**config.mk**
```make
export PLATFORM = sky130hd
export DESIGN_NAME = cam_capture
export DESIGN_NICKNAME = d
export VERILOG_FILES = /design/src/rtl/cam_capture.sv
export SDC_FILE = /design/constraint.sdc
export NUM_CORES = 1
export LEC_CHECK = 0
export BUFFER_PORTS_ARGS = -buffer_cell sky130_fd_sc_hd__buf_4
export CAP_MARGIN = 20
export CELL_PAD_IN_SITES_DETAIL_PLACEMENT = 1
export CELL_PAD_IN_SITES_GLOBAL_PLACEMENT = 1
export CORE_ASPECT_RATIO = 1.5
export CORE_MARGIN = 5
export CORE_UTILIZATION = 41
export DETAILED_ROUTE_END_ITERATION = 8
export PLACE_DENSITY = 0.85
export SLEW_MARGIN = 20
export SYNTH_ARGS = -nofsm -noshare
export SYNTH_HDL_FRONTEND = slang
export SYNTH_SLANG_ARGS = --single-unit
```
**constraint.sdc**
```tcl
create_clock -name clk_100M_i -period 2.3 [get_ports clk_100M_i]
set_input_delay 0.115 -clock clk_100M_i [delete_from_list [all_inputs] [get_ports clk_100M_i]]
set_output_delay 0.115 -clock clk_100M_i [all_outputs]
set_load 0.01 [all_outputs]
```
**src/rtl/cam_capture.sv**
```systemverilog
// Camera DVP capture: synchronises OV-style pclk/vsync/href/data into the system
// clock domain, pairs bytes into RGB565 words and feeds the SDRAM write FIFO.
module cam_capture #(
  parameter int H_PIXELS    = 640,
  parameter int V_LINES     = 480,
  parameter int SYNC_STAGES = 2
) (
  input  logic        clk_100M_i,
  input  logic        rst_i,
  input  logic        capture_en_i,
  input  logic        cam_pclk_i,
  input  logic        cam_vsync_i,
  input  logic        cam_href_i,
  input  logic [7:0]  cam_data_i,
  input  logic        fifo_full_i,
  output logic        wr_fifo_en_o,
  output logic [15:0] wr_fifo_data_o,
  output logic        frame_start_o,
  output logic        frame_done_o,
  output logic [9:0]  line_cnt_o,
  output logic [10:0] pix_cnt_o,
  output logic        overflow_o,
  output logic        line_err_o
);

  // state    | meaning
  // IDLE     | capture disabled
  // ARM      | enabled, waiting for vsync high so we never start mid-frame
  // WAIT_SOF | in vertical blanking, waiting for vsync fall
  // CAPTURE  | active frame, pairing bytes into pixels
  typedef enum logic [1:0] {IDLE, ARM, WAIT_SOF, CAPTURE} state_t;

  localparam logic [10:0] H_LIM   = 11'(H_PIXELS);
  localparam logic [9:0]  V_LIM   = 10'(V_LINES);
  localparam logic [10:0] PIX_MAX = 11'h7FF;

  state_t state, state_nxt;

  logic [SYNC_STAGES-1:0] pclk_sync, vsync_sync, href_sync;
  logic [7:0]             data_sync [SYNC_STAGES];
  logic                   pclk_d, vsync_d, href_d;
  logic                   s_pclk, s_vsync, s_href;
  logic [7:0]             s_data;
  logic                   pclk_rise, vsync_rise, vsync_fall, href_fall;

  logic        capturing;
  logic        phase;
  logic        pend;
  logic [7:0]  hi_byte;
  logic        line_active, pix_room, take, line_end;
  logic [10:0] pix_cnt_post;

  // All camera signals share one sync depth so data stays aligned with its pclk edge.
  always_ff @(posedge clk_100M_i) begin
    if (rst_i) begin
      pclk_sync  <= '0;
      vsync_sync <= '0;
      href_sync  <= '0;
      for (int i = 0; i < SYNC_STAGES; i++) data_sync[i] <= 8'h00;
      pclk_d     <= 1'b0;
      vsync_d    <= 1'b0;
      href_d     <= 1'b0;
    end else begin
      pclk_sync    <= {pclk_sync[SYNC_STAGES-2:0], cam_pclk_i};
      vsync_sync   <= {vsync_sync[SYNC_STAGES-2:0], cam_vsync_i};
      href_sync    <= {href_sync[SYNC_STAGES-2:0], cam_href_i};
      data_sync[0] <= cam_data_i;
      for (int i = 1; i < SYNC_STAGES; i++) data_sync[i] <= data_sync[i-1];
      pclk_d       <= s_pclk;
      vsync_d      <= s_vsync;
      href_d       <= s_href;
    end
  end

  assign s_pclk     = pclk_sync[SYNC_STAGES-1];
  assign s_vsync    = vsync_sync[SYNC_STAGES-1];
  assign s_href     = href_sync[SYNC_STAGES-1];
  assign s_data     = data_sync[SYNC_STAGES-1];
  assign pclk_rise  = s_pclk & ~pclk_d;
  assign vsync_rise = s_vsync & ~vsync_d;
  assign vsync_fall = ~s_vsync & vsync_d;
  assign href_fall  = ~s_href & href_d;

  always_ff @(posedge clk_100M_i) begin
    if (rst_i) state <= IDLE;
    else       state <= state_nxt;
  end

  always_comb begin
    state_nxt = state;
    case (state)
      IDLE:     if (capture_en_i) state_nxt = ARM;
      ARM:      if (s_vsync) state_nxt = WAIT_SOF;
      WAIT_SOF: if (vsync_fall) state_nxt = CAPTURE;
      CAPTURE:  if (vsync_rise) state_nxt = capture_en_i ? WAIT_SOF : IDLE;
      default:  state_nxt = IDLE;
    endcase
  end

  always_comb begin
    frame_start_o = 1'b0;
    frame_done_o  = 1'b0;
    capturing     = 1'b0;
    case (state)
      WAIT_SOF: frame_start_o = vsync_fall;
      CAPTURE: begin
        capturing    = 1'b1;
        frame_done_o = vsync_rise;
      end
      default: ;
    endcase
  end

  // A pending pixel is resolved in the strobe cycle so fifo_full_i is judged live.
  assign line_active  = line_cnt_o < V_LIM;
  assign pix_room     = pix_cnt_o < H_LIM;
  assign take         = pend & capturing & line_active;
  assign wr_fifo_en_o = take & pix_room & ~fifo_full_i;
  assign line_end     = capturing & href_fall;
  assign pix_cnt_post = (take && pix_cnt_o != PIX_MAX) ? pix_cnt_o + 11'd1 : pix_cnt_o;

  always_ff @(posedge clk_100M_i) begin
    if (rst_i) begin
      line_cnt_o     <= 10'd0;
      pix_cnt_o      <= 11'd0;
      overflow_o     <= 1'b0;
      line_err_o     <= 1'b0;
      phase          <= 1'b0;
      pend           <= 1'b0;
      hi_byte        <= 8'h00;
      wr_fifo_data_o <= 16'h0000;
    end else if (frame_start_o) begin
      line_cnt_o <= 10'd0;
      pix_cnt_o  <= 11'd0;
      overflow_o <= 1'b0;
      line_err_o <= 1'b0;
      phase      <= 1'b0;
      pend       <= 1'b0;
    end else begin
      pend <= 1'b0;
      if (capturing && pclk_rise && s_href) begin
        if (!phase) begin
          hi_byte <= s_data;
          phase   <= 1'b1;
        end else begin
          wr_fifo_data_o <= {hi_byte, s_data};
          phase          <= 1'b0;
          pend           <= 1'b1;
        end
      end
      if (take && !pix_room) line_err_o <= 1'b1;
      if (take && pix_room && fifo_full_i) overflow_o <= 1'b1;
      // Line end sees the count including any pixel resolved this same cycle.
      if (line_end) begin
        if (line_active && pix_cnt_post != H_LIM) line_err_o <= 1'b1;
        if (line_active) line_cnt_o <= line_cnt_o + 10'd1;
        pix_cnt_o <= 11'd0;
        phase     <= 1'b0;
      end else begin
        pix_cnt_o <= pix_cnt_post;
      end
    end
  end

endmodule

```
==> summary.txt, run 1 <==
Drt
  • Residual DRC: 0
  • WL per Instance: around 14 um
  • Top Layer Used: met4
  • DR vias: 2353
  • Vias per cell: 5.14
  • Drt first pass iters: 4
  • Metal2 WL: approximately 3.5 mm
  • DRT met1 WL: between 2 and 3 mm
  • Final ANT Viol Nets: 0
  • Met3 Wirelength: about 200 um
  • Initial DRC count: 126
  • Total Wirelength: ~6.5 mm

Synthesis
  • Syn Area/Cell: 9.59 um^2
  • Post-synth top cells: dfxtp_1 (76), nand2_1 (42), nor2_1 (34)
  • Yosys reg bits: 76
  • Syn Inst Count: roughly 300
  • Syn nets: 326
  • Post-synth EDFFs: 0
  • Library cells used by synthesis: 54
  • Main synth FF type: dfxtp_1
  • Top cell type's share of synthesized area: 0.513
  • Most frequent cell after synthesis: dfxtp_1
  • Post-synthesis sequential area ratio: 0.513
  • Yosys Warn Count: 0
  • Synth area leader: dfxtp_1
  • Synth area leaders: dfxtp_1 (51%), nand2_1 (5.3%), nor2b_1 (5.3%), nor2_1 (4.3%), a21oi_1 (3.7%)
  • FFs w/ async S/R, synth: 0
  • Post-Synthesis Cell Area: approximately 3000 um^2

Place
  • Placed cell area: between 3000 and 4000 um^2
  • DP HPWL: roughly 4.7 mm
  • Placed cells: approximately 430
  • Final weighted congestion in routability-driven placement: 0.844
  • Port Buf Inserts: 56

Power and ir drop
  • Pwr dens: 634 nW/um^2
  • Leak: between 1 and 1.5 nW
  • Tot Pwr: roughly 2.3 mW
  • Peak supply drop: slightly below 0.3 mV

Worst setup path
  • Crit start category: register
  • Req. time, crit path: 2.53 ns
  • FF-to-FF Start: pix_cnt_o[6]$_SDFF_PP0_
  • Setup CP Type: register to register
  • WP data arrival: roughly 2.1 ns
  • Worst setup path startpoint: pix_cnt_o[6]$_SDFF_PP0_
  • Crit. End Element: register
  • Max FO, Critical Path: 10

STA
  • Slew HR: 0.496
  • Setup_tns: 0 ns
  • RSZ-0062 raised after global routing: false
  • Hold slack: roughly 0.0056 ns
  • Worst Skew: between 0.01 and 0.015 ns
  • Tcrit/Tclk final: 0.818
  • Fmax: 531 MHz
  • Fin crit period: approximately 1.9 ns
  • Final slew viol count: 0
  • Worst-Margin Slew: 0.750 ns
  • Final Hold Violating Endpoints: 0
  • Final setup fails: 0

Clock network
  • CTS Buf Count: 9
  • Worst-Skew Late Latency: 0.35 ns
  • CTS sink cnt: 76
  • CTS H-tree lvls: 3
  • Root Buffer: clkbuf_8
  • CTS max path bufs: 2
  • Clock transition at path regs: ~0.08 ns
  • CTS tree: done

Die
  • Core footprint: approximately 7100 um^2
  • Die Height: 114 um
  • Die X-Extent: ~79 um
  • I/O pin count: 57
  • FP Rows: 38
  • Die ar.: about 9100 um^2
  • Initial Util: 0.416

Cells and area
  • # diodes: 0
  • Layout cells sized above 1: 0.238
  • Final nets: 390
  • Design Area, Final: around 3700 um^2
  • Finished Layout Cells: approximately 460
  • Area Overhead vs Synth: 23.7%

Flow run
  • Max Cap Viol: 0

Global routing
  • GRT Util Overall: 0.158
  • Vias in the first global route: 2463
  • Congestion Overflow GR: 0
  • Largest net degree at the start of global routing: 54
  • First-pass GRT wire length: roughly 11 mm
  • Initial antenna violation count: 0

Min path
  • Min-delay src: cam_data_i[6]
  • Hold Path Class: input pin to register

Outcome
  • Outcome: complete, no violations
cells in the final DEF, fill, tap and decap left out, types with 2 or more instances in the layout:
master and instances:
dfxtp_1 76, buf_4 57, nand2_1 42, nor2_1 34
nor2b_1 25, a21oi_1 22, mux2i_1 11, clkbuf_8 10
dlygate4sd3_1 10, xnor2_1 9, xor2_1 7, nand3_1 7
nor3_1 6, nand4_1 5, a31oi_1 4, o21ai_0 3
inv_1 3, and2_1 3, clkinv_2 3, nor3b_1 2
and3_1 2, and2_4 2, and3_2 2, ha_1 2
clkinv_4 2
per-layer routing:
layer / vias up / GRT usage
li1: 1169 / -
met1: 1139 / 0.170
met2: 34 / 0.279
met3: 11 / 0.0402
met4: 0 / 0.0849
met5: - / 0
critical path, stage by stage, from the launching register on:
cell and delay [ns]:
dfxtp_1 0.50, and4_2 0.37, nand4_1 0.22, nand4_1 0.20, xor2_1 0.11, nor4b_2 0.27, a31oi_1 0.10
sequential cells by signal (all words and copies together), names as in the netlist, 8 cells and up:
| name | count |
|---|---|
| hi_byte | 8 |
| line_cnt_o | 10 |
| data_sync | 16 |
| wr_fifo_data_o | 16 |
| pix_cnt_o | 11 |
area by class of cell:
cell class / count / area, um^2
clock buffer: 10 / 138
multi-input combinational: 216 / 1330
tap: 80 / 100
inverter: 3 / 11.3
sequential: 76 / 1520
timing repair buffer: 67 / 528
clock inverter: 6 / 40.0
fill: 837 / 3470
repair_timing:
| item | in CTS | in global routing |
|---|---|---|
| hold buffers | 9 | 1 |
| endpoints found under the hold margin | 9 | 1 |
| gates resized for setup | 0 | 0 |
| buffers inserted | 0 | 0 |
path summary, 6_finish.rpt:
path | endpoint | slack, ns | cells past startpoint
worst max-delay path | line_err_o$_SDFF_PP0_ | 0.42 | 6
worst min-delay path | data_sync[0][6]$_SDFF_PP0_ | 0.006 | 2
worst min register to register | vsync_sync[1]$_SDFF_PP0_ | 0.44 | 1
worst max register to register | line_err_o$_SDFF_PP0_ | 0.42 | 6
power by group:
part,total [mW],switching [mW],internal (mW)
Combinational,0.0757,0.0326,0.0431
Sequential,1.35,0.0120,1.34
Clock,0.901,0.483,0.418
stage by stage:
stage / worst slack [ns] / utilization
after CTS: 0.409 / 0.513
after global routing: 0.230 / 0.514
after floorplan: 0.620 / -
final: 0.418 / 0.514
after detailed placement: 0.410 / 0.475
after global placement: 0.502 / 0.475
cells by family (layout without fill, tap and decap cells):
family                   count (synthesis)  in the layout  synth area share
AO/OA/AOI/OAI                           39             39            0.0861
XOR/XNOR                                16             16            0.0473
adder cells (fa/ha/maj)                  2              2           0.00844
buffers and inverters                   17             86            0.0388
flip-flops                              76             76             0.513
multiplexers                            11             11            0.0371
AND/OR/NAND/NOR                        148            148             0.269
No activity file was read; power rests on OpenSTA's default activity.
==> inputs of run 2 (changes only) <==
--- a/config.mk
+++ b/config.mk
@@ -5,13 +5,14 @@
 export SDC_FILE = /design/constraint.sdc
 export NUM_CORES = 1
 export LEC_CHECK = 0
+export ABC_AREA = 1
 export BUFFER_PORTS_ARGS = -buffer_cell sky130_fd_sc_hd__buf_4
 export CAP_MARGIN = 20
 export CELL_PAD_IN_SITES_DETAIL_PLACEMENT = 1
 export CELL_PAD_IN_SITES_GLOBAL_PLACEMENT = 1
 export CORE_ASPECT_RATIO = 1.5
 export CORE_MARGIN = 5
-export CORE_UTILIZATION = 41
+export CORE_UTILIZATION = 39
 export DETAILED_ROUTE_END_ITERATION = 8
 export PLACE_DENSITY = 0.85
 export SLEW_MARGIN = 20
==> constraint.sdc (replaced) <==
create_clock -name clk_100M_i -period 1.9 [get_ports clk_100M_i]
set_input_delay 0.095 -clock clk_100M_i [delete_from_list [all_inputs] [get_ports clk_100M_i]]
set_output_delay 0.095 -clock clk_100M_i [all_outputs]
set_load 0.01 [all_outputs]
==> summary.txt, run 2 <==
Synthesis
  • Most frequent cell after synthesis: nand2_1
  • Post-synth top cells: nand2_1 (96), dfxtp_1 (76), inv_1 (52)
  • Yosys reg bits: 76 (unchanged)
  • Synth area leaders: dfxtp_1 (51%), nand2_1 (12%), a21oi_1 (6.5%), inv_1 (6.5%), nor2_1 (6.4%)
  • Post-synth EDFFs: 0 (unchanged)
  • Top cell type's share of synthesized area: 0.506 (-0.00705)
  • Post-Synthesis Cell Area: 3010 um^2 (+1.4%)
  • Syn Inst Count: 402 (+30%)
  • FFs w/ async S/R, synth: 0 (unchanged)
  • Post-synthesis sequential area ratio: 0.506 (-0.00705)
  • Synth area leader: dfxtp_1
  • Main synth FF type: dfxtp_1
  • Yosys Warn Count: 0 (unchanged)
  • Syn Area/Cell: 7.48 um^2 (-22%)
  • Library cells used by synthesis: 30 (-44%)
  • Syn nets: 419 (+29%)

Worst setup path
  • Setup CP Type: register to register
  • WP data arrival: 1.94 ns (-0.17 ns)
  • Crit. End Element: register
  • Req. time, crit path: 2.11 ns (-0.42 ns)
  • R2R Setup Slk: 0.18 ns (-0.24 ns)
  • Max FO, Critical Path: 7 (-3)
  • R2R depth: 14 (+8)
  • Crit start category: register
  • FF-to-FF Start: pix_cnt_o[1]$_SDFF_PP0_
  • Worst setup path startpoint: pix_cnt_o[1]$_SDFF_PP0_

Place
  • Placed cell area: 3570 um^2 (+5.5%)
  • Port Buf Inserts: 56 (unchanged)
  • DP HPWL: 5.81 mm (+25%)
  • Final weighted congestion in routability-driven placement: 0.914 (+8.2%)
  • Placed cells: 558 (+29%)

Die
  • Die Height: 118 um (+3.0%)
  • Die ar.: 9600 um^2 (+5.9%)
  • FP Rows: 39 (+2.6%)
  • Core footprint: 7560 um^2 (+6.1%)
  • Die X-Extent: 81.7 um (+2.8%)
  • Initial Util: 0.397 (-0.0183)
  • I/O pin count: 57 (unchanged)

Cells and area
  • Finished Layout Cells: 589 (+29%)
  • Layout cells sized above 1: 0.236 (-0.00196)
  • # diodes: 0 (unchanged)
  • Largest regs: data_sync: 16 flops, wr_fifo_data_o: 16 flops, pix_cnt_o: 11 flops
  • Most frequent cells in the layout: nand2_1 (93), dfxtp_1 (68), buf_4 (67)
  • Final nets: 499 (+28%)
  • Commonest non-fill, non-tap cell in the layout: nand2_1
  • Design Area, Final: 4090 um^2 (+12%)
  • Area Overhead vs Synth: 36.0%
  • Fill count: 936 (+12%)

Global routing
  • Vias in the first global route: 2955 (+20%)
  • Initial antenna violation count: 0 (unchanged)
  • Congestion Overflow GR: 0 (unchanged)
  • GRT Util Overall: 0.186 (+0.0280)
  • Largest net degree at the start of global routing: 53 (-1.9%)
  • First-pass GRT wire length: 13.8 mm (+24%)

Power and ir drop
  • Tot Pwr: 3.45 mW (+48%)
  • Leak: 1.80 nW (+26%)
  • Peak supply drop: 0.724 mV (+150%)
  • Pwr dens: 843 nW/um^2 (+33%)

Min path
  • Min-delay src: capture_en_i
  • Hold Crit Depth: 3 (+1)
  • Hold Path Class: input pin to register

STA
  • Slew HR: 0.667 (+0.170)
  • Worst-Margin Slew: 0.500 ns (-0.250 ns)
  • Worst Skew: 0.00473 ns (-0.00691 ns)
  • Final Hold Violating Endpoints: 0 (unchanged)
  • Tcrit/Tclk final: 0.907 (+0.0891)
  • Final slew viol count: 0 (unchanged)
  • Fmax: 580 MHz (+9.2%)
  • Final setup fails: 0 (unchanged)
  • Fin crit period: 1.72 ns (-0.158 ns)

Clock network
  • CTS H-tree lvls: 3 (unchanged)
  • CTS Buf Count: 9 (unchanged)
  • Root Buffer: clkbuf_16
  • Clock transition at path regs: 0.06 ns (-0.02 ns)
  • CTS sink cnt: 76 (unchanged)
  • CTS tree: done
  • Worst-Skew Late Latency: 0.33 ns (-0.02 ns)
  • CTS max path bufs: 2 (unchanged)

Flow run
  • Max Cap Viol: 0 (unchanged)

Drt
  • Total Wirelength: 8.38 mm (+29%)
  • WL per Instance: 14.2 um (about the same)
  • Initial DRC count: 108 (-14%)
  • DR vias: 2834 (+20%)
  • Drt first pass iters: 6 (+2)
  • Residual DRC: 0 (unchanged)
  • Final ANT Viol Nets: 0 (unchanged)
  • Vias per cell: 4.81 (-6.3%)

Outcome
  • Outcome: complete, no violations
## run 2: critical path, cell delays in order, from the launching register on
cell     delay [ns]
dfxtp_4        0.37
ha_4           0.16
nand2_4        0.07
nor2_4         0.20
nand2_4        0.09
nor2_4         0.13
nor2_4         0.06
nand2_1        0.08
nand2_1        0.05
nor2_1         0.10
nand2_1        0.07
nor2_2         0.07
nand2_1        0.05
nand2_1        0.05
a21oi_1        0.05
## run 2: kinds of logic after synthesis
kind of cell | synth area share
XOR/XNOR | 0.0175
AO/OA/AOI/OAI | 0.0933
adder cells (fa/ha/maj) | 0.00833
flip-flops | 0.506
buffers and inverters | 0.0816
AND/OR/NAND/NOR | 0.293
## run 2: routing by layer
layer,GRT usage,wire [um],vias up
li1,-,-,1422
met1,0.193,3130,1313
met2,0.330,4540,72
met3,0.0375,309,27
met4,0.114,398,0
met5,0,0,-
## run 2: report_power, final
group	switching [mW]	leakage [nW]	internal, mW
clock	0.626	0.147	1.05
sequential	0.0219	0.622	1.62
combinational	0.0658	1.03	0.0584
total	0.713	1.80	2.73
## run 2: stage by stage
stage / TNS, ns / setup slack, ns / hold WS (ns) / util
floorplan: 0 / 0.0996 / 0.202 / -
detailed placement: -0.0000704 / -0.0000704 / 0.305 / 0.473
global placement: 0 / 0.117 / 0.294 / 0.473
CTS: 0 / 0.00953 / 0.109 / 0.527
finish: 0 / 0.176 / 0.105 / 0.540
global route: -0.0171 / -0.0171 / 0.129 / 0.540
## run 2: area by class of cell
cell class,instances,area (um^2),share of cell area
flip-flops and latches,76,1540,0.376
multi-input cells,262,1310,0.320
repair buffers,78,613,0.150
clock buffers,12,246,0.0603
inverters,55,206,0.0505
well taps,102,128,0.0312
clock inverters,4,48.8,0.0119
## run 2: timing repair
| item | CTS | global route |
|---|---|---|
| setup endpoints to repair | 1 | 1 |
| pin swaps | 0 | 9 |
| buffers inserted | 0 | 3 |
| cloned | 0 | 1 |
| hold buffers | 11 | 0 |
| endpoints found under the hold margin | 11 | 0 |
| gates resized for setup | 1 | 23 |
## run 2: final timing paths
path	to
setup / recovery	line_err_o$_SDFF_PP0_
hold / removal	state[1]$_SDFFE_PP0P_
setup reg to reg	line_err_o$_SDFF_PP0_
hold reg to reg	href_sync[1]$_SDFF_PP0_
